[config.mk]
export PLATFORM = sky130hd
export DESIGN_NAME = fetch_prefetch_unit
export DESIGN_NICKNAME = d
export VERILOG_FILES = /design/src/rtl/fetch_pkg.sv /design/src/rtl/fetch_fifo.sv /design/src/rtl/fetch_prefetch_unit.sv
export SDC_FILE = /design/constraint.sdc
export NUM_CORES = 1
export LEC_CHECK = 0
export CAP_MARGIN = 10
export CORE_ASPECT_RATIO = 1.2
export CORE_UTILIZATION = 50
export DETAILED_ROUTE_END_ITERATION = 7
export PLACE_DENSITY = 0.73
export SYNTH_ARGS = -nofsm -noshare
export SYNTH_HDL_FRONTEND = slang
export SYNTH_HIERARCHICAL = 1
export SYNTH_SLANG_ARGS = --single-unit
[constraint.sdc]
create_clock -name clk -period 9.2 [get_ports clk]
set_clock_uncertainty 0.1 [all_clocks]
set_input_delay 1.84 -clock clk [delete_from_list [all_inputs] [get_ports clk]]
set_output_delay 1.84 -clock clk [all_outputs]
set_load 0.03 [all_outputs]
[src/rtl/fetch_pkg.sv]
// -----------------------------------------------------------------------------
// fetch_pkg
// Shared definitions for the prefetching fetch unit.
//   fetch_state_e : top-level FSM encoding (BOOT / RUN / FLUSH)
//   fetch_entry_t : {pc, inst} pair as delivered to decode (default XLEN=32 layout)
//   INST_BYTES    : instruction size in bytes; PC step between sequential fetches
// -----------------------------------------------------------------------------
package fetch_pkg;

  localparam int unsigned INST_BYTES = 4;
  localparam int unsigned FETCH_XLEN = 32;

  typedef enum logic [1:0] {
    BOOT  = 2'd0,
    RUN   = 2'd1,
    FLUSH = 2'd2
  } fetch_state_e;

  typedef struct packed {
    logic [FETCH_XLEN-1:0] pc;
    logic [31:0]           inst;
  } fetch_entry_t;

endpackage

[src/rtl/fetch_fifo.sv]
// -----------------------------------------------------------------------------
// fetch_fifo
// Parametrised synchronous FIFO used as the prefetch buffer.
// DEPTH must be a power of two (pointers wrap naturally).
// Ports:
//   clk, rst        clock, asynchronous active-high reset
//   i_push, i_data  write one entry (ignored when full)
//   i_pop           drop the head entry (ignored when empty)
//   i_clear         empty the FIFO; wins over push/pop in the same cycle
//   o_data          head entry, read combinationally from storage
//   o_empty         no valid entries
//   o_count         number of valid entries (0..DEPTH)
// -----------------------------------------------------------------------------
module fetch_fifo #(
  parameter int unsigned WIDTH = 64,
  parameter int unsigned DEPTH = 4
) (
  input  logic                   clk,
  input  logic                   rst,
  input  logic                   i_push,
  input  logic [WIDTH-1:0]       i_data,
  input  logic                   i_pop,
  input  logic                   i_clear,
  output logic [WIDTH-1:0]       o_data,
  output logic                   o_empty,
  output logic [$clog2(DEPTH):0] o_count
);

  localparam int unsigned AW = $clog2(DEPTH);
  localparam int unsigned CW = AW + 1;
  localparam logic [CW-1:0] FULL_CNT = CW'(DEPTH);
  localparam logic [CW-1:0] ZERO_CNT = {CW{1'b0}};

  logic [WIDTH-1:0] r_mem [DEPTH];
  logic [AW-1:0]    r_wr_ptr;
  logic [AW-1:0]    r_rd_ptr;
  logic [CW-1:0]    r_count;
  logic             w_push;
  logic             w_pop;

  assign w_push  = i_push && (r_count != FULL_CNT);
  assign w_pop   = i_pop && (r_count != ZERO_CNT);
  assign o_data  = r_mem[r_rd_ptr];
  assign o_empty = (r_count == ZERO_CNT);
  assign o_count = r_count;

  // Entry storage; written only on an accepted push.
  always_ff @(posedge clk or posedge rst) begin
    if (rst) begin
      for (int i = 0; i < int'(DEPTH); i++) begin
        r_mem[i] <= {WIDTH{1'b0}};
      end
    end else if (w_push && !i_clear) begin
      r_mem[r_wr_ptr] <= i_data;
    end else begin
      r_mem[r_wr_ptr] <= r_mem[r_wr_ptr];
    end
  end

  // Pointers and occupancy; clear takes priority over push/pop.
  always_ff @(posedge clk or posedge rst) begin
    if (rst) begin
      r_wr_ptr <= {AW{1'b0}};
      r_rd_ptr <= {AW{1'b0}};
      r_count  <= ZERO_CNT;
    end else if (i_clear) begin
      r_wr_ptr <= {AW{1'b0}};
      r_rd_ptr <= {AW{1'b0}};
      r_count  <= ZERO_CNT;
    end else begin
      if (w_push) begin
        r_wr_ptr <= r_wr_ptr + AW'(1);
      end
      if (w_pop) begin
        r_rd_ptr <= r_rd_ptr + AW'(1);
      end
      case ({w_push, w_pop})
        2'b10:   r_count <= r_count + CW'(1);
        2'b01:   r_count <= r_count - CW'(1);
        default: r_count <= r_count;
      endcase
    end
  end

endmodule

[src/rtl/fetch_prefetch_unit.sv]
// -----------------------------------------------------------------------------
// fetch_prefetch_unit
// Fetch stage that decouples PC generation from a latency-tolerant instruction
// memory. Requests go out in order, responses land in a prefetch FIFO and are
// handed to decode as {pc, instruction} pairs. A redirect flushes the FIFO and
// squashes every response still owed by memory for the old path.
//
// Ports:
//   clk, rst                          clock, asynchronous active-high reset
//   redirect_valid, redirect_pc       new fetch PC (low two bits ignored)
//   imem_req_valid/ready/addr         request channel to instruction memory
//   imem_rsp_valid/data               in-order response channel
//   inst_valid/ready, inst_data/pc    FIFO head towards decode
//   perf_fetched, perf_squashed       (FETCH_PERF_CNT_EN only) counts of
//                                     accepted and discarded responses
//
// Optional feature macro: FETCH_PERF_CNT_EN
// -----------------------------------------------------------------------------
module fetch_prefetch_unit
  import fetch_pkg::*;
#(
  parameter int unsigned     XLEN       = 32,
  parameter int unsigned     FIFO_DEPTH = 4,
  parameter int unsigned     MAX_OUTST  = 4,
  parameter logic [XLEN-1:0] RESET_PC   = {XLEN{1'b0}}
) (
  input  logic            clk,
  input  logic            rst,
  input  logic            redirect_valid,
  input  logic [XLEN-1:0] redirect_pc,
  output logic            imem_req_valid,
  input  logic            imem_req_ready,
  output logic [XLEN-1:0] imem_req_addr,
  input  logic            imem_rsp_valid,
  input  logic [31:0]     imem_rsp_data,
  output logic            inst_valid,
  input  logic            inst_ready,
  output logic [31:0]     inst_data,
  output logic [XLEN-1:0] inst_pc
`ifdef FETCH_PERF_CNT_EN
  ,
  output logic [31:0]     perf_fetched,
  output logic [31:0]     perf_squashed
`endif
);

  localparam int unsigned     CW         = $clog2(FIFO_DEPTH) + 1;
  localparam int unsigned     SW         = CW + 1;
  localparam int unsigned     EW         = XLEN + 32;
  localparam logic [CW-1:0]   ZERO_CNT   = {CW{1'b0}};
  localparam logic [CW-1:0]   MAX_OUTST_C = CW'(MAX_OUTST);
  localparam logic [SW-1:0]   DEPTH_C    = SW'(FIFO_DEPTH);
  localparam logic [XLEN-1:0] PC_STEP    = XLEN'(INST_BYTES);
  localparam logic [XLEN-1:0] ALIGN_MASK = ~(XLEN'(INST_BYTES - 1));

  fetch_state_e    r_state;
  fetch_state_e    w_state_next;
  logic [XLEN-1:0] r_req_pc;
  logic [XLEN-1:0] r_rsp_pc;
  logic [CW-1:0]   r_outst;
  logic [CW-1:0]   r_drop_cnt;
  logic [CW-1:0]   w_outst_next;
  logic [CW-1:0]   w_drop_next;
  logic [XLEN-1:0] r_last_pc;
  logic [31:0]     r_last_inst;

  logic [XLEN-1:0] w_redirect_aligned;
  logic            w_req_hs;
  logic            w_rsp_drop;
  logic            w_push;
  logic            w_pop;
  logic [EW-1:0]   w_fifo_wdata;
  logic [EW-1:0]   w_fifo_head;
  logic            w_fifo_empty;
  logic [CW-1:0]   w_fifo_count;
  logic [SW-1:0]   w_credit_used;

  assign w_redirect_aligned = redirect_pc & ALIGN_MASK;
  assign w_req_hs           = imem_req_valid && imem_req_ready;
  // A response is discarded if it belongs to a squashed request, or if it
  // arrives in the very cycle of a redirect (its path is being abandoned).
  assign w_rsp_drop         = imem_rsp_valid && (redirect_valid || (r_drop_cnt != ZERO_CNT));
  assign w_push             = imem_rsp_valid && !w_rsp_drop;
  // The FIFO is cleared on redirect, so a same-cycle pop must not count.
  assign w_pop              = inst_valid && inst_ready && !redirect_valid;
  assign w_fifo_wdata       = {r_rsp_pc, imem_rsp_data};
  // Every outstanding request holds a reserved FIFO slot, so the FIFO can
  // never be pushed while full.
  assign w_credit_used      = {1'b0, r_outst} + {1'b0, w_fifo_count};

  fetch_fifo #(
    .WIDTH (EW),
    .DEPTH (FIFO_DEPTH)
  ) u_fifo (
    .clk     (clk),
    .rst     (rst),
    .i_push  (w_push),
    .i_data  (w_fifo_wdata),
    .i_pop   (w_pop),
    .i_clear (redirect_valid),
    .o_data  (w_fifo_head),
    .o_empty (w_fifo_empty),
    .o_count (w_fifo_count)
  );

  // Request channel: issue only outside BOOT and while credit remains.
  always_comb begin
    imem_req_valid = 1'b0;
    imem_req_addr  = r_req_pc;
    if ((r_state != BOOT) && (r_outst < MAX_OUTST_C) && (w_credit_used < DEPTH_C)) begin
      imem_req_valid = 1'b1;
    end else begin
      imem_req_valid = 1'b0;
    end
  end

  // Decode-facing outputs: FIFO head, or the last popped pair when empty.
  always_comb begin
    inst_valid = !w_fifo_empty;
    inst_pc    = r_last_pc;
    inst_data  = r_last_inst;
    if (!w_fifo_empty) begin
      inst_pc   = w_fifo_head[EW-1:32];
      inst_data = w_fifo_head[31:0];
    end else begin
      inst_pc   = r_last_pc;
      inst_data = r_last_inst;
    end
  end

  // Outstanding-request and squash counters for the coming cycle.
  always_comb begin
    w_outst_next = r_outst;
    case ({w_req_hs, imem_rsp_valid})
      2'b10:   w_outst_next = r_outst + CW'(1);
      2'b01:   w_outst_next = r_outst - CW'(1);
      default: w_outst_next = r_outst;
    endcase
    // On redirect every request still owed by memory is stale, including one
    // accepted this cycle and excluding a response consumed this cycle; that
    // is exactly the next outstanding count.
    w_drop_next = r_drop_cnt;
    if (redirect_valid) begin
      w_drop_next = w_outst_next;
    end else if (w_rsp_drop) begin
      w_drop_next = r_drop_cnt - CW'(1);
    end else begin
      w_drop_next = r_drop_cnt;
    end
  end

  // FSM next-state logic.
  always_comb begin
    w_state_next = r_state;
    case (r_state)
      BOOT: begin
        w_state_next = RUN;
      end
      RUN: begin
        if (redirect_valid && (w_drop_next != ZERO_CNT)) begin
          w_state_next = FLUSH;
        end else begin
          w_state_next = RUN;
        end
      end
      FLUSH: begin
        if (w_drop_next == ZERO_CNT) begin
          w_state_next = RUN;
        end else begin
          w_state_next = FLUSH;
        end
      end
      default: begin
        w_state_next = BOOT;
      end
    endcase
  end

  // FSM state and credit/squash counters.
  always_ff @(posedge clk or posedge rst) begin
    if (rst) begin
      r_state    <= BOOT;
      r_outst    <= ZERO_CNT;
      r_drop_cnt <= ZERO_CNT;
    end else begin
      r_state    <= w_state_next;
      r_outst    <= w_outst_next;
      r_drop_cnt <= w_drop_next;
    end
  end

  // Request and response PCs; redirect overrides sequential advance.
  always_ff @(posedge clk or posedge rst) begin
    if (rst) begin
      r_req_pc <= RESET_PC;
      r_rsp_pc <= RESET_PC;
    end else if (redirect_valid) begin
      r_req_pc <= w_redirect_aligned;
      r_rsp_pc <= w_redirect_aligned;
    end else begin
      if (w_req_hs) begin
        r_req_pc <= r_req_pc + PC_STEP;
      end
      if (w_push) begin
        r_rsp_pc <= r_rsp_pc + PC_STEP;
      end
    end
  end

  // Last pair handed to decode, shown while the FIFO is empty.
  always_ff @(posedge clk or posedge rst) begin
    if (rst) begin
      r_last_pc   <= RESET_PC;
      r_last_inst <= 32'h0000_0000;
    end else if (w_pop) begin
      r_last_pc   <= w_fifo_head[EW-1:32];
      r_last_inst <= w_fifo_head[31:0];
    end else begin
      r_last_pc   <= r_last_pc;
      r_last_inst <= r_last_inst;
    end
  end

`ifdef FETCH_PERF_CNT_EN
  // Performance counters: accepted and discarded responses, wrapping.
  always_ff @(posedge clk or posedge rst) begin
    if (rst) begin
      perf_fetched  <= 32'd0;
      perf_squashed <= 32'd0;
    end else begin
      if (w_push) begin
        perf_fetched <= perf_fetched + 32'd1;
      end
      if (w_rsp_drop) begin
        perf_squashed <= perf_squashed + 32'd1;
      end
    end
  end
`endif

endmodule
==> reports/qor.yml <==
setup_path:
  cp_data_required_time_ps: 7260
  arrival_ps: 3690
  r2r-start: "u_fifo/o_count[0]"
  critPathCaptureType: "output port"
  cp_cell_sequence: "buf_4 -> mux4_2 -> mux2_2 -> clkdlybuf4s50_1"
  critPathMaxStageDelay_ps: 890
  r2r_end: "u_fifo/o_count[1]"
  r2r_cells: 10
  slowest_stage: "dfrtp_4"
  cp_max_fo: 34
  worst-path-buf-inv: 2
  cp_top_family: "buffers and inverters"
  worstSetupStartpointType: "flip-flop"
  reg2reg_slack_ps: 5280
  critical_path_class: "reg2out"
logic_synthesis:
  yosysWarningCount: 6
  avgSynthCellArea_um2: 11.58
  seq_area_frac_synth: 0.4740
  synthTopCellsByArea: "dfrtp_1, mux4_2, mux2_2"
  yosysTopAreaCellShare: 0.4740
  syn_area_mm2: 0.02085
  synthCells: 1800
  synth_edf_count: 0
  synth.distinct_cells: 65
  synthArstFlopShare: 1.000
  synth_top_cell_by_area: "dfrtp_1"
  yosysMostFrequentCell: "dfrtp_1"
  ys_top_cells_by_count: "dfrtp_1, nor2_1, a31oi_1, mux2_2, mux4_2"
  ys_ff_latch: 395
  ys.flop_type: "dfrtp_1"
timing:
  worst-slew-pin-transition_ps: 1117
  max_freq_mhz: 177.5
  holdWs_ps: 401.5
  hold_viol_final: 0
  finalCritPeriodShare: 0.6123
  finalSetupTns_ps: 0
  slew_headroom: 0.2554
  fin_ws_ps: 3567
  slew_violations: 0
  setup_viol_count_final: 0
  fin_crit_ps: 5633
  rsz0062_at_grt: "false"
power_and_ir_drop:
  power_frac_seq: 0.376
  power_density_mw_per_mm2: 273.2
  combPwrFrac: 0.356
  leakage_nw: 8.778
  clkPwrFrac: 0.268
  p_int_mw: 4.366
  power.total_mw: 6.592
  switching_share: 0.3376
  peakVddDrop_uv: 157.3
  p_switching_mw: 2.226
cells_and_area:
  regArea_mm2: 0.009899
  syn_to_final_growth_pct: 15.72
  drive_above_1_share: 0.2322
  nets: 1964
  n_antenna_cell: 0
  multi_input_area_mm2: 0.01020
  fillCellCount: 3276
placement:
  pre_cts_ws_ps: 3928
  gp_congestion: 0.8706
  dp_hpwl_um: 30740
  numPortBuffers: 163
clock_network:
  cts_max_level: 2
  clk-insertion-delay-late_ps: 540
  cts_tree: "built"
  clk_pin_slew_ps: 60
  hold_buffers: 0
  clkSinkCount: 395
  numCtsBuffers: 42
  cts_resized: 0
  clock_path_buffers: 3
  cts-root-buf: "clkbuf_16"
  cts_setup_buffers: 0
global_route:
  grt_usage: 0.2530
  grt_max_degree: 94
  antenna_found_initial: 0
  grt-ovfl-total: 0
  grt_pass1_vias: 15980
  grt_pass1_wl_um: 85730
route:
  first_pass_iters: 6
  ant_nets: 0
  routed_wl_um: 53320
  post-route-drc-count: 0
  viasPerCell: 6.439
  drt_iter0_drc: 1336
  vias: 15782
  wl_per_cell_um: 21.75
status:
  outcome: "finished clean"
die:
  start_util: 0.5093
  fp.coreArea_mm2: 0.04094
  die_w_um: 188.4
  boundaryPins: 168
  dieArea_mm2: 0.04253
  die_y_um: 225.7
  rows: 81
min_path:
  min_to: "r_last_pc[17]"
  hold_start: "r_last_pc[17]"
  min_path_cells: 1
  hold_path_class: "reg2reg"
job:
  maxCapViolCount: 0
-- flip-flops by register name (all words and copies together) (netlist names), 3 cells and up --
name and flops:
r_outst 3, imem_req_addr 30, u_fifo/r_mem 256, r_last_inst 32, u_fifo/o_count 3, r_last_pc 32
r_rsp_pc 30, r_drop_cnt 3
-- metrics by stage --
stage	instances	util	cell area, um2
final	2451	0.5893	24130
after detailed placement	2375	0.5534	22660
after floorplan	1803	-	20860
after global routing	2451	0.5893	24130
after CTS	2450	0.5886	24100
after global placement	2375	0.5534	22660
-- power groups by stage --
stage / combinational [mW] / clock [mW] / sequential [mW]
2_1_floorplan: 1.66 / 0 / 2.42
3_3_place_gp: 2.27 / 0 / 2.45
3_5_place_dp: 2.34 / 0 / 2.49
4_1_cts: 2.35 / 1.80 / 2.47
5_1_grt: 2.51 / 1.87 / 2.53
6_report: 2.35 / 1.77 / 2.48
-- cell families (layout without fill, tap and decap cells) --
kind of cell / after synthesis / after routing / synth area share
AND/OR/NAND/NOR: 482 / 482 / 0.1049
other: 1 / 4 / 0.0001798
multiplexers: 292 / 292 / 0.2268
adder cells (fa/ha/maj): 13 / 13 / 0.008521
AO/OA/AOI/OAI: 385 / 385 / 0.1204
XOR/XNOR: 57 / 57 / 0.02394
buffers and inverters: 175 / 284 / 0.04122
flip-flops: 395 / 395 / 0.4740
-- worst register-to-register path: stages, from the launching register on --
cell	delay, ps
dfrtp_1	580
or2_2	420
nor2_4	80
buf_4	780
inv_1	200
and3_4	390
o31ai_1	240
a21oi_1	100
fa_1	550
a31oi_1	90
nor4_1	280
-- routing by layer --
layer  share of wire  routed length [um]  global-route usage  vias up
met5               0                   0                   0        -
met4           0.023                1224             0.07856        0
met3           0.075                3999             0.03636       85
met2            0.49               26310              0.4257      744
met1            0.41               21790              0.3403     8006
li1                -                   -                   -     6947
-- worst max path at each step --
stage,end,from,cells past startpoint
floorplan,u_fifo/o_count[0],rst,1
global placement,u_fifo/r_mem[67],redirect_valid,8
detailed placement,u_fifo/r_mem[67],redirect_valid,8
CTS,inst_pc[11],u_fifo/r_rd_ptr[1],4
global route,inst_pc[14],u_fifo/r_rd_ptr[1],4
finish,inst_pc[11],u_fifo/r_rd_ptr[1],4
-- final cells by class --
type	instances	area share
sequential	395	0.4103
multi-input combinational	1233	0.4228
clock buffer	61	0.05113
clock inverter	14	0.008556
timing repair buffer	183	0.07467
inverter	26	0.004563
tap	539	0.02795
-- placed cells by master, fill, tap and decap left out, types with 20 or more instances in the layout --
cell type	count
a21oi_1	20
inv_1	22
nand4_1	22
nand2_1	29
a31oi_1	263
clkdlybuf4s50_1	163
o21ai_2	40
xnor2_1	34
dfrtp_1	391
nand3_1	78
xor2_1	23
mux2_2	163
nor2_1	279
mux4_2	128
o21ai_1	20
clkbuf_16	43
(Power assumes the default switching activity.)
